$ cat src/rtl/sweep_frame_packer.sv
// sweep_frame_packer
// Slices the decimated packed I/Q stream ({I[31:16], Q[15:0]}) into fixed-length
// range frames, one per sweep trigger, and emits them on an AXI4-Stream master
// with tlast. A small first-word-fall-through FIFO absorbs DMA backpressure.
//
// Ports:
//   clk, rst          single clock, synchronous active-high reset
//   en_i              arming enable
//   trig_i            sweep start (rising edge detected internally)
//   frame_len_i       samples per frame, latched on an accepted trigger
//   s_valid_i/s_data_i input sample stream, no backpressure upstream
//   m_axis_*          AXI4-Stream master (tdata, tvalid, tready, tlast)
//   busy_o            accepted trigger .. tlast handshake
//   overflow_o        sticky: a non-final sample was dropped
//   trig_miss_o       sticky: trigger seen while busy
//   frame_cnt_o       completed frames (tlast handshakes), wraps
//   clr_flags_i       clears both sticky flags (a same-cycle set wins)
module sweep_frame_packer #(
  parameter int DATA_W     = 32,
  parameter int LEN_W      = 16,
  parameter int FIFO_DEPTH = 16
) (
  input  logic              clk,
  input  logic              rst,
  input  logic              en_i,
  input  logic              trig_i,
  input  logic [LEN_W-1:0]  frame_len_i,
  input  logic              s_valid_i,
  input  logic [DATA_W-1:0] s_data_i,
  output logic [DATA_W-1:0] m_axis_tdata,
  output logic              m_axis_tvalid,
  input  logic              m_axis_tready,
  output logic              m_axis_tlast,
  output logic              busy_o,
  output logic              overflow_o,
  output logic              trig_miss_o,
  output logic [31:0]       frame_cnt_o,
  input  logic              clr_flags_i
);

  localparam int AW = $clog2(FIFO_DEPTH);
  localparam int CW = AW + 1;
  // Occupancy limits: a non-final sample must leave one slot free so the
  // final (tlast) sample always finds room.
  localparam logic [CW-1:0] LIM_LAST = CW'(FIFO_DEPTH - 1);
  localparam logic [CW-1:0] LIM_BODY = CW'(FIFO_DEPTH - 2);

  typedef enum logic [1:0] {IDLE, CAPTURE, DRAIN} state_t;

  state_t            state;
  logic              trig_d;
  logic [LEN_W-1:0]  len;
  logic [LEN_W-1:0]  cnt;

  logic [DATA_W:0]   mem [FIFO_DEPTH];
  logic [AW-1:0]     wr_ptr;
  logic [AW-1:0]     rd_ptr;
  logic [CW-1:0]     count;

  logic trig_rise;
  logic is_last;
  logic room;
  logic cap;
  logic wr_en;
  logic drop;
  logic rd_en;
  logic last_hs;

  assign trig_rise = trig_i & ~trig_d;
  assign is_last   = (cnt == len - LEN_W'(1));
  assign room      = is_last ? (count <= LIM_LAST) : (count <= LIM_BODY);
  assign cap       = (state == CAPTURE) && s_valid_i;
  assign wr_en     = cap && room;
  assign drop      = cap && !room;

  // FWFT head is presented straight from the storage array.
  assign m_axis_tvalid = (count != '0);
  assign m_axis_tdata  = mem[rd_ptr][DATA_W-1:0];
  assign m_axis_tlast  = m_axis_tvalid && mem[rd_ptr][DATA_W];
  assign rd_en         = m_axis_tvalid && m_axis_tready;
  assign last_hs       = rd_en && m_axis_tlast;

  // Control FSM, frame counter and sticky flags
  always_ff @(posedge clk) begin
    if (rst) begin
      state       <= IDLE;
      trig_d      <= 1'b0;
      len         <= '0;
      cnt         <= '0;
      busy_o      <= 1'b0;
      overflow_o  <= 1'b0;
      trig_miss_o <= 1'b0;
      frame_cnt_o <= '0;
    end else begin
      trig_d <= trig_i;
      case (state)
        IDLE: begin
          if (trig_rise && en_i && (frame_len_i != '0)) begin
            len    <= frame_len_i;
            cnt    <= '0;
            busy_o <= 1'b1;
            state  <= CAPTURE;
          end
        end
        CAPTURE: begin
          // Dropped samples still advance cnt to keep range bins aligned.
          if (s_valid_i) begin
            cnt <= cnt + LEN_W'(1);
            if (is_last) state <= DRAIN;
          end
        end
        DRAIN: begin
          if (last_hs) begin
            busy_o <= 1'b0;
            state  <= IDLE;
          end
        end
        default: state <= IDLE;
      endcase

      if (last_hs) frame_cnt_o <= frame_cnt_o + 32'd1;

      if (drop)                          overflow_o  <= 1'b1;
      else if (clr_flags_i)              overflow_o  <= 1'b0;
      if (trig_rise && state != IDLE)    trig_miss_o <= 1'b1;
      else if (clr_flags_i)              trig_miss_o <= 1'b0;
    end
  end

  // FIFO pointers and occupancy
  always_ff @(posedge clk) begin
    if (rst) begin
      wr_ptr <= '0;
      rd_ptr <= '0;
      count  <= '0;
    end else begin
      if (wr_en) wr_ptr <= wr_ptr + AW'(1);
      if (rd_en) rd_ptr <= rd_ptr + AW'(1);
      case ({wr_en, rd_en})
        2'b10:   count <= count + CW'(1);
        2'b01:   count <= count - CW'(1);
        default: count <= count;
      endcase
    end
  end

  // Storage needs no reset: occupancy gates visibility.
  always_ff @(posedge clk) begin
    if (wr_en) mem[wr_ptr] <= {is_last, s_data_i};
  end

endmodule

$ cat config.mk
export PLATFORM = sky130hd
export DESIGN_NAME = sweep_frame_packer
export DESIGN_NICKNAME = d
export VERILOG_FILES = /design/src/rtl/sweep_frame_packer.sv
export SDC_FILE = /design/constraint.sdc
export NUM_CORES = 1
export LEC_CHECK = 0
export BUFFER_PORTS_ARGS = -buffer_cell sky130_fd_sc_hd__buf_2
export CELL_PAD_IN_SITES_DETAIL_PLACEMENT = 0
export CELL_PAD_IN_SITES_GLOBAL_PLACEMENT = 1
export CORE_ASPECT_RATIO = 0.6
export CORE_MARGIN = 1
export CORE_UTILIZATION = 40
export DETAILED_ROUTE_END_ITERATION = 7
export PLACE_DENSITY_LB_ADDON = 0.1
export SYNTH_ARGS = -nofsm -noshare
export SYNTH_HDL_FRONTEND = slang
export SYNTH_SLANG_ARGS = --single-unit
export TNS_END_PERCENT = 50
$ cat constraint.sdc
create_clock -name clk -period 7.7 [get_ports clk]
set_input_delay 1.54 -clock clk [delete_from_list [all_inputs] [get_ports clk]]
set_output_delay 1.54 -clock clk [all_outputs]
set_load 0.05 [all_outputs]
### After elaboration in Yosys (flattened, before gate mapping)

Memory sizes are Yosys's and may differ from the RTL's. A register that Yosys moved wholly into a read port is not among the register bits.
Cells that the tools add are included.
Widths: inputs -> output; s select.

* div/mod/pow operators: 0
* add/subtract/negate cells: 7
* magnitude comparators: 2
* shift-type cells: 0
* multipliers: 0
* reductions and logical operators: 23
* bitwise logic cells: 2
* equal/unequal tests: 9
* mux-type cells: 20

Operators by type and width (count)
* $add 32x1->32 const B: 1
* $mux 16: 2
* $pmux 16 s2: 1
* $add 16x1->16 const B: 1
* $eq 16x16->1: 1
* $reduce_bool 16->1: 1
* $sub 16x1->16 const B: 1
* $reduce_bool 2->1: 6
* $le 5x4->1 const B: 2
* $pmux 5 s2: 1
* $logic_and 1x1->1: 9
* $add 4x1->4 const B: 2
* $mux 1: 8
* $mux 2: 4
* $mux 4: 2
* $ne 2x2->1 const B: 4
* $pmux 2 s3: 1
* $reduce_and 3->1: 2
* $add 5x1->5 const B: 1
* $reduce_bool 5->1: 1
* $sub 5x1->5 const B: 1
* $eq 2x1->1 const B: 2
* $eq 2x2->1 const B: 2
* $reduce_and 4->1: 1
* other kinds (6): 6

* latch bits: 0
* ROM bits: 0
* memories: 1
* flip-flop bits (word level): 83
* input bits: 55
* RAM bits: 528

Memory list
* mem: depth 16, bits a word 33, rd ports 1, clocked after memory_dff 1, write ports 1, line 55 `logic [DATA_W:0] mem [FIFO_DEPTH];`

### Longest topological paths before layout

Gate-level depths: netlist of the first run.

* depth in word-level cells: 6
* mapped depth: 21

### Worst setup path before layout of the first run

Ideal clock, no wire load.

* kind: reg2out
* start point: register with a tool-made name
* end point: output port m_axis_tdata[12]
* cell stages (with the launch flop): 6
* setup slack: 3.706 ns
* required time: 6.160 ns
* arrival time: 2.454 ns
* path buffers: 3
* cell sequence: dfxtp_1 -> buf_4 -> buf_2 -> buf_1 -> mux4_2 -> mux4_2

RTL lines
* end: declaration: line 30 `output logic [DATA_W-1:0] m_axis_tdata,`

==> impl_results.md, run 1 <==
- Status: finished clean
- Number of port buffers: between 100 and 150
- DRT Pass-1 Iters: 5
- Die width: 321 µm
- # hold bufs at CTS: 0
- Post-CTS Resized: 0
- Hold crit path type: flop to flop
- Sink Count: roughly 620
- # H-tree levels: 2
- Fraction of layout cells with a size suffix above 1: 0.284
- Via/cell ratio: between 5 and 6
- FF+latch area: around 18000 µm²
- Syn nets: 1354
- Delay of the slowest critical-path stage: 0.65 ns
- Root buffer cell: clkbuf_16
- Post-synth EDFFs: 528
- Synth cell types: just under 60
- Drc violations: 0
- Die area: between 60000 and 70000 µm²
- Die height: 193 µm
- Overall power: 7.57 mW
- Initial drt markers: 957
- Ports: ~120
- Hold Slack: ~0.47 ns
- Post-synth ARST share: 0
- Row Count: 69
- Post-route ant nets: 0
- Postcts setup bufs: 0
- Commonest non-fill, non-tap cell in the layout: edfxtp_1
- Wire per inst: ~24 µm
- Initial antenna violation count: 1
- First-pass GRT wire length: about 83 mm
- FMAX: 200 MHz
- Slew Limit Fails: 0
- CTS Buf Count: 56
- Max_slew headroom: 0.385
- Final Hold Fails: 0
- Clk slew on worst S/H paths: approximately 0.070 ns
- Grt total ovfl: 0
- CP max-delay cell: dfxtp_4
- Post-Syn Area: roughly 24000 µm²
- Final setup vio count: 0
- Worst-Skew Late Latency: 0.62 ns
- Seq/Total Area, Yosys: 0.723
- Mapped Cells: 1287
- Final worst path period need: ~5.0 ns
- Measured slew at the worst slew-check pin: between 0.9 and 1 ns
- Worst Clk Skew: roughly 0.027 ns
- Final worst slack: 2.70 ns
- Largest net degree at the start of global routing: 80
- Filler instances: 5108
- Initial Util: 0.408
- Area of the multi-input gates: between 6000 and 7000 µm²
- RSZ-0062 raised after global routing: false
- CP most frequent cell: mux4_2
- CP endpoint kind: output port
- Crit Path Class: flop to output port
- Total Routed Length: 55.7 mm
- WP data arrival: ~3.5 ns
- Worst ir drop on vdd: just under 0.2 mV
- Most frequent cells in the layout: 528 x edfxtp_1, 165 x mux4_2, 123 x buf_2
- Leak Pwr: 8.81 nW
- WP data required: between 6 and 7 ns
- CTS Buffer Depth: 3
- Number of nets in the layout: approximately 1500
- Area Overhead vs Synth: 13.7%
- Max_cap viols: 0
- Post-DP HPWL: slightly below 30 mm
- Tot GR Track Use: 0.184
- Routability cong.: roughly 0.76
- Synth warnings: 0
- CTS tree: yes
- Syn avg cell area: about 19 µm²
- Crit-path cells: buf_12 > mux4_2 > mux4_2 > inv_1 > a21oi_1 > buf_2
- Primary FF master, synth: edfxtp_1
- Vias: 12360
- Vias in the first global route: 12487
- Final setup TNS: 0 ns
- Worst-path fanout max: 79
- Seq cells post-synth: 615
- Period utilization: 0.649
- CORE AREA: 59700 µm²
- CP startpoint kind: flop
- Pwr dens: around 270 nW/µm²
- Placement Setup Slack: about 3.1 ns
-- layout make-up --
type / count / share of cell area
diodes: 2 / 0.000181
multi-input cells: 587 / 0.232
flip-flops and latches: 615 / 0.636
clock inverters: 27 / 0.00741
repair buffers: 149 / 0.0297
inverters: 21 / 0.00285
clock buffers: 78 / 0.0544
well taps: 816 / 0.0369
-- flip-flops by register name, indices dropped and copies added (netlist names), named ones only --
name	flops
count	5
trig_d	1
frame_cnt_o	32
trig_miss_o	1
cnt	16
rd_ptr	4
wr_ptr	4
len	16
busy_o	1
state	2
overflow_o	1
mem	528
-- cells by family (layout without fill, tap and decap cells) --
family	after synthesis	count (layout)	synth area share
DFF	615	615	0.723
and+or+nand+nor	250	250	0.0528
muxes	184	184	0.160
buffers and inverters	85	275	0.0142
AOI/OAI and AO/OA	79	79	0.0213
xor gates and xnor gates	62	62	0.0223
adders and majority gates	12	12	0.00617
other	0	2	0
-- cell usage after synthesis, drive strengths merged (2+ instances only) --
master,n,area (µm²)
inv,21,78.8
xnor2,24,210
nand4,16,100
o311ai,2,17.5
nor3,11,55.1
mux2i,18,180
nand2b,3,18.8
a22oi,2,15.0
clkbuf,36,135
nand3,14,70.1
a211oi,2,15.0
nor4,12,90.1
dfxtp,87,1740
a2bb2oi,2,17.5
nand2,39,146
and4,8,70.1
o21a,5,45.0
o2111ai,3,26.3
o21ai,16,83.8
nor3b,2,15.0
nand3b,3,22.5
mux4,165,3720
a211o,2,17.5
and3,28,175
nor2b,8,50.1
ha,12,150
xor2,38,333
and2,2,12.5
a311oi,2,17.5
a21oi,29,145
or3,12,75.1
edfxtp,528,15900
nor2,87,327
o31ai,3,22.5
buf,28,131
or4,2,18.8
-- power by group --
part	total [mW]	switching (mW)	internal (mW)
Sequential	3.70	0.0658	3.63
Combinational	1.21	0.653	0.561
Clock	2.66	1.20	1.46
Total	7.57	1.91	5.66
-- metrics by stage --
step / utilization / instance area [µm²] / cells
5_1_grt: 0.464 / 27700 / 2293
2_1_floorplan: - / 24300 / 1287
4_1_cts: 0.464 / 27700 / 2293
3_5_place_dp: 0.435 / 26000 / 2188
3_3_place_gp: 0.435 / 26000 / 2188
6_report: 0.464 / 27700 / 2295
-- worst paths after layout --
| check | start | end | slack [ns] | depth (start not counted) |
|---|---|---|---|---|
| max | flop | m_axis_tlast | 2.70 | 6 |
| min | trig_miss_o | trig_miss_o | 0.47 | 2 |
| max reg2reg | len[0] | count[4] | 3.06 | 18 |
| min reg2reg | trig_miss_o | trig_miss_o | 0.47 | 2 |
-- per-layer routing --
layer  vias up  wire (µm)  global-route usage
met4         0        909              0.0429
li1       5489          -                   -
met5         -          0                   0
met1      6565      27100               0.279
met3        68       2500              0.0300
met2       238      25200               0.279
-- critical path: cells and delay by family (launching register included) --
| kind | cells | cell delay, ns |
|---|---|---|
| flip-flops | 1 | 0.65 |
| buffers and inverters | 3 | 0.94 |
| multiplexers | 2 | 1.15 |
| AO/OA/AOI/OAI | 1 | 0.05 |
Power figures use the tool's default switching activity.
==> inputs of run 2 (changes only) <==
clock period = 4.3 ns   (was 7.7 ns; I/O delays follow)
==> impl_results.md, run 2 (synthesis gave the netlist of run 1 again) <==
- WP data arrival: 3.04 ns
- Routability cong.: roughly 0.75
- DP Area: 26300 µm²
- Largest net degree at the start of global routing: 44
- Post-DP HPWL: around 32 mm
- DRT Pass-1 Iters: 5
- R2R Path Start: len[0]
- Commonest non-fill, non-tap cell in the layout: edfxtp_1
- Fraction of layout cells with a size suffix above 1: 0.304
- Initial antenna violation count: 3
- Die width: 321 µm
- Placement Setup Slack: between 0.2 and 0.3 ns
- Number of port buffers: 123
- FMAX: about 260 MHz
- Leak Pwr: between 9 and 10 nW
- Post-route ant nets: 0
- Initial drt markers: 1013
- Worst Clk Skew: between 0.01 and 0.015 ns
- Worst-Skew Late Latency: approximately 0.62 ns
- Grt total ovfl: 0
- Final setup vio count: 0
- GRT met3 Usage: 0.0287
- Period utilization: 0.906
- Busiest layer in global routing: met1
- GR Layer Usage met2: 0.272
- Crit Path Class: flop to output port
- Met1 usage: 0.292
- Ports: 124
- CTS Buffer Depth: 3
- Final Hold Fails: 0
- Max_slew headroom: 0.482
- Antenna cells: 0
- WHS Endpoint: trig_miss_o
- Hold Slack: between 0.4 and 0.5 ns
- Slew Limit Fails: 0
- Pwr dens: 500 nW/µm²
- Max_cap viols: 0
- Final setup TNS: 0 ns
- Final worst path period need: just under 4 ns
- Worst r2r dst: count[4]
- Hold_sp: trig_miss_o
- Die height: about 190 µm
- Most frequent cells in the layout: 528 x edfxtp_1, 165 x mux4_2, 123 x buf_2
- First-pass GRT wire length: ~84 mm
- # H-tree levels: 2
- CTS Buf Count: between 50 and 60
- Post-CTS Resized: 0
- CTS tree: yes
- CORE AREA: ~60000 µm²
- WP data required: about 3.4 ns
- Max FFs per register: between 500 and 600
- RSZ-0062 raised after global routing: false
- Wire per inst: 24.4 µm
- Status: finished clean
- Worst-path fanout max: 22
- Largest registers: mem: 528 flops, frame_cnt_o: 32 flops
- Clk slew on worst S/H paths: around 0.070 ns
- Die area: between 60000 and 70000 µm²
- Initial Util: 0.408
- Number of nets in the layout: between 1500 and 2000
- Vias: between 10000 and 15000
- Drc violations: 0
- Postcts setup bufs: 0
- Vias in the first global route: 12384
- Fin area: 28200 µm²
- CP startpoint kind: flop
- Measured slew at the worst slew-check pin: between 0.7 and 0.8 ns
- Final worst slack: slightly above 0.4 ns
- Worst ir drop on vdd: 0.348 mV
- Root buffer cell: clkbuf_16
- CP endpoint kind: output port
- Sink Count: slightly above 600
- WHS Path Cells: 2
- Row Count: between 60 and 70
- Hold crit path type: flop to flop
- R2R Setup Slk: about 0.42 ns
- Largest Register: mem
- Total Routed Length: about 56 mm
- Area Overhead vs Synth: 15.7%
- # hold bufs at CTS: 0
- Via/cell ratio: ~5.4
- R2R depth: 18
- Tot GR Track Use: 0.185
## run 2: how the worst max path moves through the flow
stage | end | slack, ns | cells past startpoint | startpoint
2_1_floorplan | count[4] | 0.42 | 20 | len[0]
3_3_place_gp | count[4] | 0.28 | 15 | len[2]
3_5_place_dp | count[4] | 0.27 | 16 | len[2]
4_1_cts | count[4] | 0.22 | 15 | len[2]
5_1_grt | count[4] | 0.02 | 18 | len[0]
6_report | m_axis_tdata[2] | 0.40 | 4 | flop
## run 2: report_power, final
group	switching, mW	internal [mW]	total, mW
Sequential	0.122	6.51	6.63
Combinational	1.20	1.08	2.28
Clock	2.22	2.97	5.20
## run 2: layout make-up
type	count	area, µm²
fill	4991	31500
multi-input combinational	587	6440
tap	816	1020
inverter	21	78.8
clock buffer	65	1460
sequential	615	17600
timing repair buffer	169	1120
clock inverter	41	442
## run 2: through the flow
step,instances,utilization,power [mW]
after floorplan,1287,-,8.46
after global placement,2208,0.440,9.07
after detailed placement,2208,0.440,9.08
after CTS,2314,0.472,14.3
after global routing,2314,0.472,14.6
final,2314,0.472,14.1
## run 2: worst max-delay path, cell delays in order (launching register included)
cell	delay, ns
dfxtp_4	0.69
buf_4	0.40
mux4_2	0.55
mux4_2	0.51
buf_2	0.24
## run 2: routing by layer
metal,vias up,share of wire
met5,-,0.00041
met4,4,0.015
met3,65,0.040
met2,223,0.44
met1,6592,0.51
li1,5520,-
